===== src/rtl/rx_frame_pkg.sv =====
// rx_frame_pkg: shared constants, FSM encoding and frame record for the RX frame assembler
package rx_frame_pkg;

   localparam int FRAME_BYTES = 3;

   localparam int         DEF_FIFO_DEPTH  = 4;
   localparam int         DEF_TIMEOUT_CYC = 2000;
   localparam logic [7:0] DEF_ADDR_A      = 8'h0A;
   localparam logic [7:0] DEF_ADDR_B      = 8'h0B;

   localparam logic [1:0] ST_IDLE     = 2'd0;
   localparam logic [1:0] ST_GOT_ADDR = 2'd1;
   localparam logic [1:0] ST_GOT_D0   = 2'd2;

   typedef struct packed {
      logic [7:0] addr;
      logic [7:0] d0;
      logic [7:0] d1;
   } frame_t;

   function automatic logic addr_match(input logic [7:0] a, input logic [7:0] x, input logic [7:0] y);
      return (a == x) || (a == y);
   endfunction

endpackage


===== src/rtl/rx_frame_assembler_if.sv =====
// rx_frame_assembler_if: byte input, FIFO read/control and status bundle of the frame assembler
interface rx_frame_assembler_if import rx_frame_pkg::*; #(
   parameter int FIFO_DEPTH = DEF_FIFO_DEPTH
) ();

   logic [7:0]                   S_DATA;
   logic                         INT;
   logic                         rd_en;
   logic                         clr_ovf;
   logic [7:0]                   frame_addr;
   logic [7:0]                   frame_d0;
   logic [7:0]                   frame_d1;
   logic                         empty;
   logic                         full;
   logic [$clog2(FIFO_DEPTH):0]  count;
   logic                         overflow;
   logic                         bad_addr;
   logic                         timeout;

   modport master (
      output S_DATA, INT, rd_en, clr_ovf,
      input  frame_addr, frame_d0, frame_d1, empty, full, count, overflow, bad_addr, timeout
   );

   modport slave (
      input  S_DATA, INT, rd_en, clr_ovf,
      output frame_addr, frame_d0, frame_d1, empty, full, count, overflow, bad_addr, timeout
   );

endinterface


===== src/rtl/rx_frame_fifo.sv =====
// rx_frame_fifo: show-ahead frame FIFO with occupancy count and sticky overflow
module rx_frame_fifo import rx_frame_pkg::*; #(
   parameter int DEPTH = DEF_FIFO_DEPTH
) (
   input  logic                   PCLK,
   input  logic                   PRESETN,
   input  logic                   push,
   input  frame_t                 din,
   input  logic                   pop,
   input  logic                   clr_ovf,
   output frame_t                 dout,
   output logic                   empty,
   output logic                   full,
   output logic [$clog2(DEPTH):0] count,
   output logic                   overflow
);

   localparam int AW = $clog2(DEPTH);
   localparam int CW = AW + 1;

   frame_t          mem [DEPTH];
   logic [AW-1:0]   wr_ptr, rd_ptr;
   logic            do_push, do_pop;

   assign empty   = (count == '0);
   assign full    = (count == CW'(DEPTH));
   assign do_pop  = pop & ~empty;
   assign do_push = push & (~full | do_pop);
   assign dout    = mem[rd_ptr];

   // Storage, power-of-two wrapping pointers, count and sticky overflow (a new drop beats clr_ovf)
   always_ff @(posedge PCLK or negedge PRESETN)
      if (!PRESETN) begin
         for (int i = 0; i < DEPTH; i++) mem[i] <= '0;
         wr_ptr   <= '0;
         rd_ptr   <= '0;
         count    <= '0;
         overflow <= 1'b0;
      end else begin
         if (do_push) begin
            mem[wr_ptr] <= din;
            wr_ptr      <= wr_ptr + 1'b1;
         end
         if (do_pop) rd_ptr <= rd_ptr + 1'b1;
         count    <= count + CW'(do_push) - CW'(do_pop);
         overflow <= (push & full & ~do_pop) | (overflow & ~clr_ovf);
      end

endmodule


===== src/rtl/rx_frame_assembler.sv =====
// rx_frame_assembler: collects addr/d0/d1 byte triples from the I2C slave stage into a frame FIFO
module rx_frame_assembler import rx_frame_pkg::*; #(
   parameter int         FIFO_DEPTH  = DEF_FIFO_DEPTH,
   parameter int         TIMEOUT_CYC = DEF_TIMEOUT_CYC,
   parameter logic [7:0] ADDR_A      = DEF_ADDR_A,
   parameter logic [7:0] ADDR_B      = DEF_ADDR_B
) (
   input logic                 PCLK,
   input logic                 PRESETN,
   rx_frame_assembler_if.slave bus
);

   localparam int GW = $clog2(TIMEOUT_CYC) + 1;

   logic          int_q, accept, expire;
   logic [1:0]    state;
   logic [GW-1:0] gap;
   logic [7:0]    addr_r, d0_r;
   frame_t        frame_q, head;
   logic          push_q, bad_q, tmo_q;

   assign accept = bus.INT & ~int_q;
   assign expire = (state != ST_IDLE) && !accept && (gap == GW'(TIMEOUT_CYC - 1));

   assign bus.frame_addr = head.addr;
   assign bus.frame_d0   = head.d0;
   assign bus.frame_d1   = head.d1;
   assign bus.bad_addr   = bad_q;
   assign bus.timeout    = tmo_q;

   // INT edge detector; resets high so a level already high at reset release is not a byte
   always_ff @(posedge PCLK or negedge PRESETN)
      if (!PRESETN) int_q <= 1'b1;
      else          int_q <= bus.INT;

   // Byte collector FSM with inter-byte gap supervision; completed frames leave one cycle later
   always_ff @(posedge PCLK or negedge PRESETN)
      if (!PRESETN) begin
         state   <= ST_IDLE;
         gap     <= '0;
         addr_r  <= '0;
         d0_r    <= '0;
         frame_q <= '0;
         push_q  <= 1'b0;
         bad_q   <= 1'b0;
         tmo_q   <= 1'b0;
      end else begin
         push_q <= 1'b0;
         bad_q  <= 1'b0;
         tmo_q  <= expire;
         gap    <= (accept || expire || state == ST_IDLE) ? '0 : gap + 1'b1;
         if (accept)
            case (state)
               ST_IDLE: begin
                  addr_r <= bus.S_DATA;
                  state  <= ST_GOT_ADDR;
               end
               ST_GOT_ADDR: begin
                  d0_r  <= bus.S_DATA;
                  state <= ST_GOT_D0;
               end
               default: begin
                  frame_q <= {addr_r, d0_r, bus.S_DATA};
                  push_q  <= addr_match(addr_r, ADDR_A, ADDR_B);
                  bad_q   <= !addr_match(addr_r, ADDR_A, ADDR_B);
                  state   <= ST_IDLE;
               end
            endcase
         else if (expire) state <= ST_IDLE;
      end

   rx_frame_fifo #(.DEPTH(FIFO_DEPTH)) u_fifo (
      .PCLK     (PCLK),
      .PRESETN  (PRESETN),
      .push     (push_q),
      .din      (frame_q),
      .pop      (bus.rd_en),
      .clr_ovf  (bus.clr_ovf),
      .dout     (head),
      .empty    (bus.empty),
      .full     (bus.full),
      .count    (bus.count),
      .overflow (bus.overflow)
   );

endmodule

===== src/flat_wrapper.sv =====
// flat-port wrapper written by rule: the top's interface ports become plain ports
module rx_frame_assembler_flat import rx_frame_pkg::*;
#(
   parameter int         FIFO_DEPTH  = DEF_FIFO_DEPTH,
   parameter int         TIMEOUT_CYC = DEF_TIMEOUT_CYC,
   parameter logic [7:0] ADDR_A      = DEF_ADDR_A,
   parameter logic [7:0] ADDR_B      = DEF_ADDR_B
)
  (PCLK, PRESETN, bus_S_DATA, bus_INT, bus_rd_en, bus_clr_ovf, bus_frame_addr, bus_frame_d0, bus_frame_d1, bus_empty, bus_full, bus_count, bus_overflow, bus_bad_addr, bus_timeout);
  rx_frame_assembler_if #(.FIFO_DEPTH(FIFO_DEPTH)) bus_i ();
  input logic PCLK;
  input logic PRESETN;
  input wire logic [$bits(bus_i.S_DATA)-1:0] bus_S_DATA;
  input wire logic [$bits(bus_i.INT)-1:0] bus_INT;
  input wire logic [$bits(bus_i.rd_en)-1:0] bus_rd_en;
  input wire logic [$bits(bus_i.clr_ovf)-1:0] bus_clr_ovf;
  output wire logic [$bits(bus_i.frame_addr)-1:0] bus_frame_addr;
  output wire logic [$bits(bus_i.frame_d0)-1:0] bus_frame_d0;
  output wire logic [$bits(bus_i.frame_d1)-1:0] bus_frame_d1;
  output wire logic [$bits(bus_i.empty)-1:0] bus_empty;
  output wire logic [$bits(bus_i.full)-1:0] bus_full;
  output wire logic [$bits(bus_i.count)-1:0] bus_count;
  output wire logic [$bits(bus_i.overflow)-1:0] bus_overflow;
  output wire logic [$bits(bus_i.bad_addr)-1:0] bus_bad_addr;
  output wire logic [$bits(bus_i.timeout)-1:0] bus_timeout;
  assign bus_i.S_DATA = bus_S_DATA;
  assign bus_i.INT = bus_INT;
  assign bus_i.rd_en = bus_rd_en;
  assign bus_i.clr_ovf = bus_clr_ovf;
  assign bus_frame_addr = bus_i.frame_addr;
  assign bus_frame_d0 = bus_i.frame_d0;
  assign bus_frame_d1 = bus_i.frame_d1;
  assign bus_empty = bus_i.empty;
  assign bus_full = bus_i.full;
  assign bus_count = bus_i.count;
  assign bus_overflow = bus_i.overflow;
  assign bus_bad_addr = bus_i.bad_addr;
  assign bus_timeout = bus_i.timeout;
  rx_frame_assembler #(.FIFO_DEPTH(FIFO_DEPTH), .TIMEOUT_CYC(TIMEOUT_CYC), .ADDR_A(ADDR_A), .ADDR_B(ADDR_B)) u_core (.PCLK(PCLK), .PRESETN(PRESETN), .bus(bus_i));
endmodule

===== config.mk =====
export PLATFORM = sky130hd
export DESIGN_NAME = rx_frame_assembler_flat
export DESIGN_NICKNAME = d
export VERILOG_FILES = /design/src/rtl/rx_frame_pkg.sv /design/src/rtl/rx_frame_assembler_if.sv /design/src/rtl/rx_frame_fifo.sv /design/src/rtl/rx_frame_assembler.sv /design/src/flat_wrapper.sv
export SDC_FILE = /design/constraint.sdc
export NUM_CORES = 1
export LEC_CHECK = 0
export CORE_MARGIN = 3
export CORE_UTILIZATION = 45
export DETAILED_ROUTE_END_ITERATION = 7
export GPL_ROUTABILITY_DRIVEN = 0
export HOLD_SLACK_MARGIN = 0.05
export PLACE_DENSITY = 0.63
export RECOVER_POWER = 100
export SLEW_MARGIN = 30
export SYNTH_ARGS = -nofsm -noshare
export SYNTH_HDL_FRONTEND = slang
export SYNTH_SLANG_ARGS = --single-unit

===== constraint.sdc =====
create_clock -name PCLK -period 6.7 [get_ports PCLK]
set_input_delay 1.675 -clock PCLK [delete_from_list [all_inputs] [get_ports PCLK]]
set_output_delay 1.675 -clock PCLK [all_outputs]
set_load 0.05 [all_outputs]

---- After elaboration in Yosys (flattened, before gate mapping) ----
Cells that the tools add are included.
word-level totals
  bits in registers ....................... 162
  input bits .............................. 13
  output and inout port bits .............. 32
cells by class
  $add $sub $neg .......................... 5
  $lt $le $gt $ge ......................... 3
  equality and inequality tests ........... 5
  mux-type cells .......................... 14
  bitwise operators ....................... 16
  reductions and logical operators ........ 16
operators by type and width
  kind                                                                   number
  96-bit bitwise mux                                                     1
  24-bit two-way mux                                                     3
  24-bit binary-select mux with 2-bit select                             1
  24-bit demux with 2-bit select                                         1
  8-bit by 4-bit == test with 1-bit output (second input constant)       2
  12-bit by 1-bit adder with 12-bit output (second input constant)       1
  12-bit by 11-bit == test with 1-bit output (second input constant)     1
  12-bit two-way mux                                                     1
  1-bit bitwise AND                                                      6
  3-bit greater-or-equal comparator (second input constant)              2
  1-bit NOT                                                              6
  2-bit NOT with 3-bit output                                            2
  2-bit AND reduction                                                    3
  2-bit by 1-bit adder with 2-bit output (second input constant)         2
  1-bit two-way mux                                                      4
  2-bit two-way mux                                                      2
  2-bit one-hot mux with 2 select lines                                  1
  2-bit nonzero test                                                     2
  3-bit by 1-bit adder with 3-bit output                                 1
  3-bit == test (second input constant)                                  1
  1-bit logical AND                                                      3
  3-bit logical NOT                                                      1
  1-bit logical OR                                                       3
  3-bit by 1-bit < comparator with 1-bit output (second input constant)  1
  other kinds (6)                                                        8

---- Depth between registers and ports, before layout ----
Gate-level depths: netlist (run 1).
  word-level depth ........................ 8
  gate-level depth with buffers ........... 10

---- Modules after synthesis ----
From an unflattened synthesis (run 1), not the netlist that was laid out.
second synthesis, totals
  cell total of the unflattened synthesis .. 437
  area total of the unflattened synthesis .. 7387.1 µm²
modules (own cells, without submodules)
  module              instances  cells each  area each (µm²)  seq. area each (µm²)
  rx_frame_fifo       1          273         5007.3           2602.5
  rx_frame_assembler  1          164         2379.8           1452.6

---- Worst setup path before layout (run 1) ----
No wires, ideal clock.
  path kind ............................... input-to-reg
  from .................................... in bus_rd_en
  to ...................................... reg u_core.u_fifo.count[2]
  setup time .............................. 0.124 ns
  arrival time ............................ 3.494 ns
  data required time ...................... 6.576 ns
  slack ................................... 3.082 ns
  stages on the path ...................... 10
  path through ............................ or4b_4 -> and2_4 -> buf_12 -> inv_1 -> ha_1 -> inv_1 -> ha_1 -> fa_1 -> xnor2_1 -> xnor2_1
on the way
  longest elaborated chain between the ends .. 5
RTL lines
  element                                          line                 RTL
  start, declared                                  flat_wrapper.sv:15   input wire logic [$bits(bus_i.rd_en)-1:0] bus_rd_en;
  1-bit bitwise AND (*)                            rx_frame_fifo.sv:27  assign do_pop = pop & ~empty;
  1-bit OR                                         rx_frame_fifo.sv:28  assign do_push = push & (~full | do_pop);
  1-bit bitwise AND                                rx_frame_fifo.sv:28
  3-bit by 1-bit adder with 3-bit output           rx_frame_fifo.sv:45  count <= count + CW'(do_push) - CW'(do_pop);
  3-bit by 1-bit subtractor with 3-bit output (*)  rx_frame_fifo.sv:45
  end signal, assigned                             rx_frame_fifo.sv:45
  end, declared                                    rx_frame_fifo.sv:14  output logic [$clog2(DEPTH):0] count,
Mark *: on every way between the ends. The rest lies on a longest branch, timed or not.
A chain may end at the register's enable or synchronous reset.

---- Final worst setup path (run 1) ----
  from .................................... reg u_core.u_fifo.rd_ptr[0]
  to ...................................... out bus_frame_d1[2]
on the way
  longest elaborated chain between the ends .. 4
RTL lines
  element                                                line                 RTL
  start, declared                                        rx_frame_fifo.sv:22  logic [AW-1:0] wr_ptr, rd_ptr;
  start signal, assigned                                 rx_frame_fifo.sv:44  if (do_pop) rd_ptr <= rd_ptr + 1'b1;
  2-bit NOT with 3-bit output (implied by the code)      rx_frame_fifo.sv:29  assign dout = mem[rd_ptr];
  24-bit binary-select mux with 2-bit select             rx_frame_fifo.sv:29
  24-bit two-way mux (implied by the code) (2 in a row)  rx_frame_fifo.sv:29
  end, declared                                          flat_wrapper.sv:19   output wire logic [$bits(bus_i.frame_d1)-1:0] bus_frame_d1;
No other way between the ends. The select of a mux whose other input is x is not followed.

==> results of run 1 <==
==> worst reg2reg max path, delay by kind of cell, from the launching register on <==
| kind | cells | cell delay [ps] |
|---|---|---|
| simple gates | 3 | 1980 |
| mux | 1 | 440 |
| flops | 1 | 430 |
==> Yosys cell counts, drive strengths merged <==
cell and instances:
inv 10, nand2b 1, nor2b 4, nor3b 2, nor2 17, or4b 1, o22ai 1, mux2 136
and3 1, dfrtp 161, nand3 4, or2 1, xnor2 11, nand2 9, and2 1, mux4 24
o21ai 3, clkbuf 4, fa 1, xor2 2, nand4b 1, ha 7, a211o 1, or3 1
buf 15, a21o 3, nor3 3, nor4 5, a21oi 3, dfstp 1, nand4 2
==> sequential cells by signal, summed over array words and instances (netlist names), 2 cells and up <==
| signal | count |
|---|---|
| u_core.u_fifo.rd_ptr | 2 |
| u_core.state | 2 |
| u_core.d0_r | 8 |
| u_core.addr_r | 8 |
| u_core.u_fifo.count | 3 |
| u_core.frame_q | 24 |
| u_core.u_fifo.mem | 96 |
| u_core.gap | 12 |
| u_core.u_fifo.wr_ptr | 2 |
==> path summary, 6_finish.rpt <==
path,start,end,cells after the start
setup reg to reg,u_core.u_fifo.count[0]$_DFF_PN0_,u_core.u_fifo.mem[72]$_DFFE_PN0P_,4
max in group asynchronous,PRESETN,u_core.frame_q[8]$_DFFE_PN0P_,2
setup / recovery,u_core.u_fifo.rd_ptr[0]$_DFFE_PN0P_,bus_frame_d1[2],2
hold reg to reg,u_core.u_fifo.mem[1]$_DFFE_PN0P_,u_core.u_fifo.mem[1]$_DFFE_PN0P_,1
hold / removal,u_core.u_fifo.mem[1]$_DFFE_PN0P_,u_core.u_fifo.mem[1]$_DFFE_PN0P_,1
min in group asynchronous,PRESETN,u_core.u_fifo.mem[82]$_DFFE_PN0P_,1
==> layout make-up <==
class,instances,area [µm²],share of cell area (%)
multi-input cells,245,2643,32.98
clock buffers,20,446.7,5.575
clock inverters,12,115.1,1.437
well taps,211,264.0,3.295
inverters,10,37.54,0.4685
repair buffers,47,451.7,5.637
flip-flops and latches,162,4055,50.61
==> metal layers <==
layer	vias up	share of wire, %	GRT usage (%)
li1	1665	-	-
met1	1992	49	23.72
met2	60	47	24.04
met3	17	3.2	4.192
met4	0	1.2	5.314
met5	-	0	0
==> metrics by stage <==
step	hold WS (ps)	area, µm²	instances	total power (µW)
after global routing	498.1	8013	707	2877
after floorplan	452.6	7311	436	1676
final	483.9	8013	707	2724
after CTS	487.6	8382	707	2805
after global placement	464.0	7820	675	1838
after detailed placement	474.6	7820	675	1865
==> power groups by stage <==
stage	sequential [µW]	clock, µW	combinational, µW
2_1_floorplan	1300	0	377
6_report	1350	926	449
3_3_place_gp	1370	0	465
3_5_place_dp	1390	0	476
4_1_cts	1370	954	481
5_1_grt	1390	1000	489
==> kinds of logic (layout without fill, tap and decap cells) <==
group,count (synthesis),in the layout
flops,162,162
xor+xnor,13,13
fa+ha+maj,8,8
simple gates,53,53
compound gates,11,11
mux,160,160
buf+inv,29,89
==> metrics.txt, run 1 <==
status=complete, but fails checks; failing checks=capacitance limit, slew limit; Clock Path Buffers=2; Setup Skew=7.983 ps; Synth Area in Compound Gates=0.9242%; first-pass GRT wire length=around 22 mm; pin count of the biggest net entering global routing=107; cell family with most CP delay=flip-flops; vias in the first global route=between 3,000 and 4,000; HPWL Detailed=~8 mm; I/O Buffers=44; Congestion Overflow GR=0; mux cell area share after synthesis=32.45%; xor-xnor portion of the synthesized cell area=1.557%; switching share of power=29.22%; Flop pwr share=between 40 and 50%; CP Class=flop to output pin; internal power=1928 µW; total global-route track usage=~16%; CTS tree=done; drt first pass iters=4; Starting Density=between 40% and 50%; Clock Pin Slew Worst Setup and Hold Paths=60 ps; post-synthesis simple-gate area fraction=4.604%; reg2reg setup slack=3740 ps; DR iter-0 viols=120; element type at the critical path start=flop; IO Pins=45; crit path time final=5093 ps; combinational share of power=~17%; slowest CP cell=dfrtp_1; H-tree depth=4; Die Span X=133.5 µm; max frequency=196.4 MHz; VDD IR-drop max=~250 µV; layout cells sized above 1=22.98%; synthesized area per cell=16.77 µm²; Clock Tree Root=clkbuf_16; total clock sinks=162; Ys Warns=0; ANT cells=0; CP Max Fanout=26; combinational family with the most area after synthesis=multiplexers; final setup violation count=0; post-layout util=51.56%; Mapped Nets=roughly 460; Power Density=roughly 340 nW/µm²; drc violations=0; Synth cell types=40; max_slew headroom=-71.68%; WP data arrival=around 3400 ps; CP Cell Sequence=mux4_2 > dlygate4sd3_1; hold crit path type=flop to flop; CP Data Required Time=slightly above 5000 ps; worst-skew pair later-pin latency=about 420 ps; postcts setup bufs=0; fill count=1,400; vias per inst=between 5 and 6; # resized after CTS=0; top-area cell type share of the netlist area=between 50 and 60%; Slew @ Worst Pin=2575 ps; most frequent cells in the layout=dfrtp_1, mux2_1, mux2_2; Final Hold Vio Count=0; Final #Nets=504; Pleak=0.003898 µW; Crit. End Element=output pin; Area Overhead vs Synth=9.601%; adder-cell share of the synthesized area=between 1 and 1.5%; standard-cell row count=45; Synth Instances=436; Setup TNS=0 ps; number of hold buffers added after CTS=0; Worst Path Buf+Inv=1; number of buffers created by CTS=17; die area=17,810 µm²; # Max-Cap Violations=4; critical path's largest stage delay=1530 ps; DRT Wirelength=13.47 mm; Core ar.=15,540 µm²; period utilisation layout=76.01%; sequential fraction of the synthesis area=55.47%; DR WL/cell=19.05 µm; top cells by area, synth=dfrtp_1, mux2_4, mux2_2; Final WS setup=1607 ps; post-synth top area cell=dfrtp_1; switching power=795.9 µW; Setup WS pre-CTS=2615 ps; routed vias=3,734; RSZ-0062 raised after global routing=no; Final Max Tran Viols=159; die height=133.5 µm; antenna violations before repair=0; #FFs+latches synth=162; antenna-violating nets left=0; synthesized area=7311 µm²; most common cell after layout, fill and taps aside=dfrtp_1; power share of the clock group=34.0%
No activity file was read; power rests on OpenSTA's default activity.
==> run 2: changes to the inputs <==
Clock period 6.7 ns to 4.7 ns, I/O delays scaled along.
==> run 2 against run 1 <==
The flow still finishes with violations (capacitance limit, slew limit); setup slack worse by 1000 ps; hold slack better by 0.82 ps; combinational power is 53% higher; first-iteration DRC count is 42% higher; via count hardly changed; sequential cell count stayed put; global-route usage is 0.21 points higher; power is 48% higher; critical path depth is 1 higher; final cell count is 0.28% higher; non-clock buffer count is 2 higher; core utilization is 0.62 points higher.
==> metrics.txt, run 2 (synthesis results as in run 1) <==
status=complete, but fails checks; failing checks=capacitance limit, slew limit; total global-route track usage=16.50%; RSZ-0062 raised after global routing=no; CP Max Fanout=14; Setup WS pre-CTS=1142 ps; switching share of power=28.41%; CP Data Required Time=3520 ps; routed vias=3,735; Reg2Reg Capture Point=u_core.u_fifo.mem[48]$_DFFE_PN0P_; antenna-violating nets left=0; combinational share of power=around 17%; antenna violations before repair=0; Congestion Overflow GR=0; DR iter-0 viols=170; layout cells sized above 1=23.69%; power share of the clock group=36.5%; Final Max Tran Viols=136; switching power=approximately 1100 µW; HPWL Detailed=~8.5 mm; element type at the critical path start=flop; Power Density=497.8 nW/µm²; drt first pass iters=4; vias per inst=~5.3; # resized after CTS=0; post-layout util=between 50 and 60%; max reg flops=96; period utilisation layout=87.67%; max_slew headroom=-60.68%; Setup TNS=0 ps; H-tree depth=4; Final #Nets=506; Pleak=0.003900 µW; die height=133.5 µm; max frequency=242.7 MHz; Final WS setup=around 580 ps; first-pass GRT wire length=22.57 mm; Slew @ Worst Pin=2410 ps; biggest regs=u_core.u_fifo.mem: 96 flops, u_core.frame_q: 24 flops, u_core.gap: 12 flops; Setup Skew=about 5.5 ps; WP data arrival=2950 ps; drc violations=0; worst-skew pair later-pin latency=420 ps; Core ar.=15,540 µm²; Hold EP=u_core.u_fifo.mem[19]$_DFFE_PN0P_; Worst Reg2Reg Path Length in Cells=4; internal power=between 2000 and 3000 µW; Pwr Total=4037 µW; Reg-to-Reg Start=u_core.u_fifo.count[0]$_DFF_PN0_; most frequent cells in the layout=dfrtp_1, mux2_1, mux2_2; ANT cells=0; crit path time final=4120 ps; VDD IR-drop max=334.7 µV; Die Span X=133.5 µm; Clock Tree Root=clkbuf_16; final setup violation count=0; vias in the first global route=4,033; reg2reg setup slack=about 1800 ps; number of buffers created by CTS=17; die area=17,810 µm²; most common cell after layout, fill and taps aside=dfrtp_1; Flop pwr share=46.5%; Final Hold Vio Count=0; start point of the worst hold path=u_core.u_fifo.mem[19]$_DFFE_PN0P_; standard-cell row count=45; pin count of the biggest net entering global routing=101; Area Overhead vs Synth=10.92%; CTS tree=done; Crit. End Element=output pin; worst hold path depth=1; IO Pins=45; I/O Buffers=44; Clock Path Buffers=2; number of hold buffers added after CTS=0; postcts setup bufs=0; total clock sinks=162; Top reg by flops=u_core.u_fifo.mem; hold crit path type=flop to flop; CP Class=flop to output pin; DRT Wirelength=between 10 and 15 mm; # Max-Cap Violations=3; Starting Density=47.05%; DR WL/cell=19.04 µm; Clock Pin Slew Worst Setup and Hold Paths=~60 ps
-- run 2: cell count changes in the layout (fill, tap and decap cells not counted), moves of 2 or more --
cell,before,now
buf_4,1,3
clkdlybuf4s50_1,10,23
clkbuf_1,3,1
clkinvlp_4,2,0
clkinv_2,8,4
dlygate4sd3_1,33,20
bufinv_16,2,4
clkinv_4,0,5
-- run 2: per-layer routing --
layer	GRT usage [%]	vias to the layer above	share of wire [%]
met4	5.143	0	1.1
li1	-	1666	-
met2	24.66	55	47
met3	4.909	14	3.7
met1	23.39	2000	48
met5	0	-	0
-- run 2: area by class of cell --
cell class / instances / area [µm²]
inverters: 10 / 37.54
clock buffers: 19 / 452.9
clock inverters: 13 / 183.9
flip-flops and latches: 162 / 4055
multi-input cells: 245 / 2643
well taps: 211 / 264.0
repair buffers: 49 / 473.0
fillers: 1382 / 7431
-- run 2: worst max-delay path by stage --
stage	from	to	slack, ps
final	u_core.u_fifo.rd_ptr[0]$_DFFE_PN0P_	bus_frame_d0[0]	580
after global routing	u_core.u_fifo.rd_ptr[0]$_DFFE_PN0P_	bus_frame_d0[0]	370
after CTS	u_core.u_fifo.rd_ptr[0]$_DFFE_PN0P_	bus_frame_d1[3]	810
after detailed placement	bus_rd_en	u_core.u_fifo.count[2]$_DFF_PN0_	1140
after global placement	bus_rd_en	u_core.u_fifo.count[2]$_DFF_PN0_	1210
after floorplan	u_core.u_fifo.count[0]$_DFF_PN0_	u_core.u_fifo.count[2]$_DFF_PN0_	1360
-- run 2: power by group through the flow --
stage	clock (µW)	sequential [µW]	combinational (µW)
finish	1470	1880	685
detailed placement	0	1930	734
floorplan	0	1850	538
CTS	1510	1910	738
global route	1580	1930	754
global placement	0	1920	708
-- run 2: critical path, cell delays in order (launching register included) --
cell and delay, ps:
dfrtp_1 920, buf_4 330, mux4_2 500, dlygate4sd3_1 770
-- run 2: metrics by stage --
stage                     cells  hold WS, ps  cell area [µm²]
after floorplan             436        452.6             7311
after global placement      677        463.1             7848
after detailed placement    677        482.2             7848
after CTS                   709        494.9             8484
after global routing        709        496.6             8109
final                       709        484.7             8109
==> run 3: changes to the inputs <==
Settings changed: CAP_MARGIN from default to 20.
==> results of run 3 <==
Same layout as run 2: the final DEF is identical, and so are final timing and power.
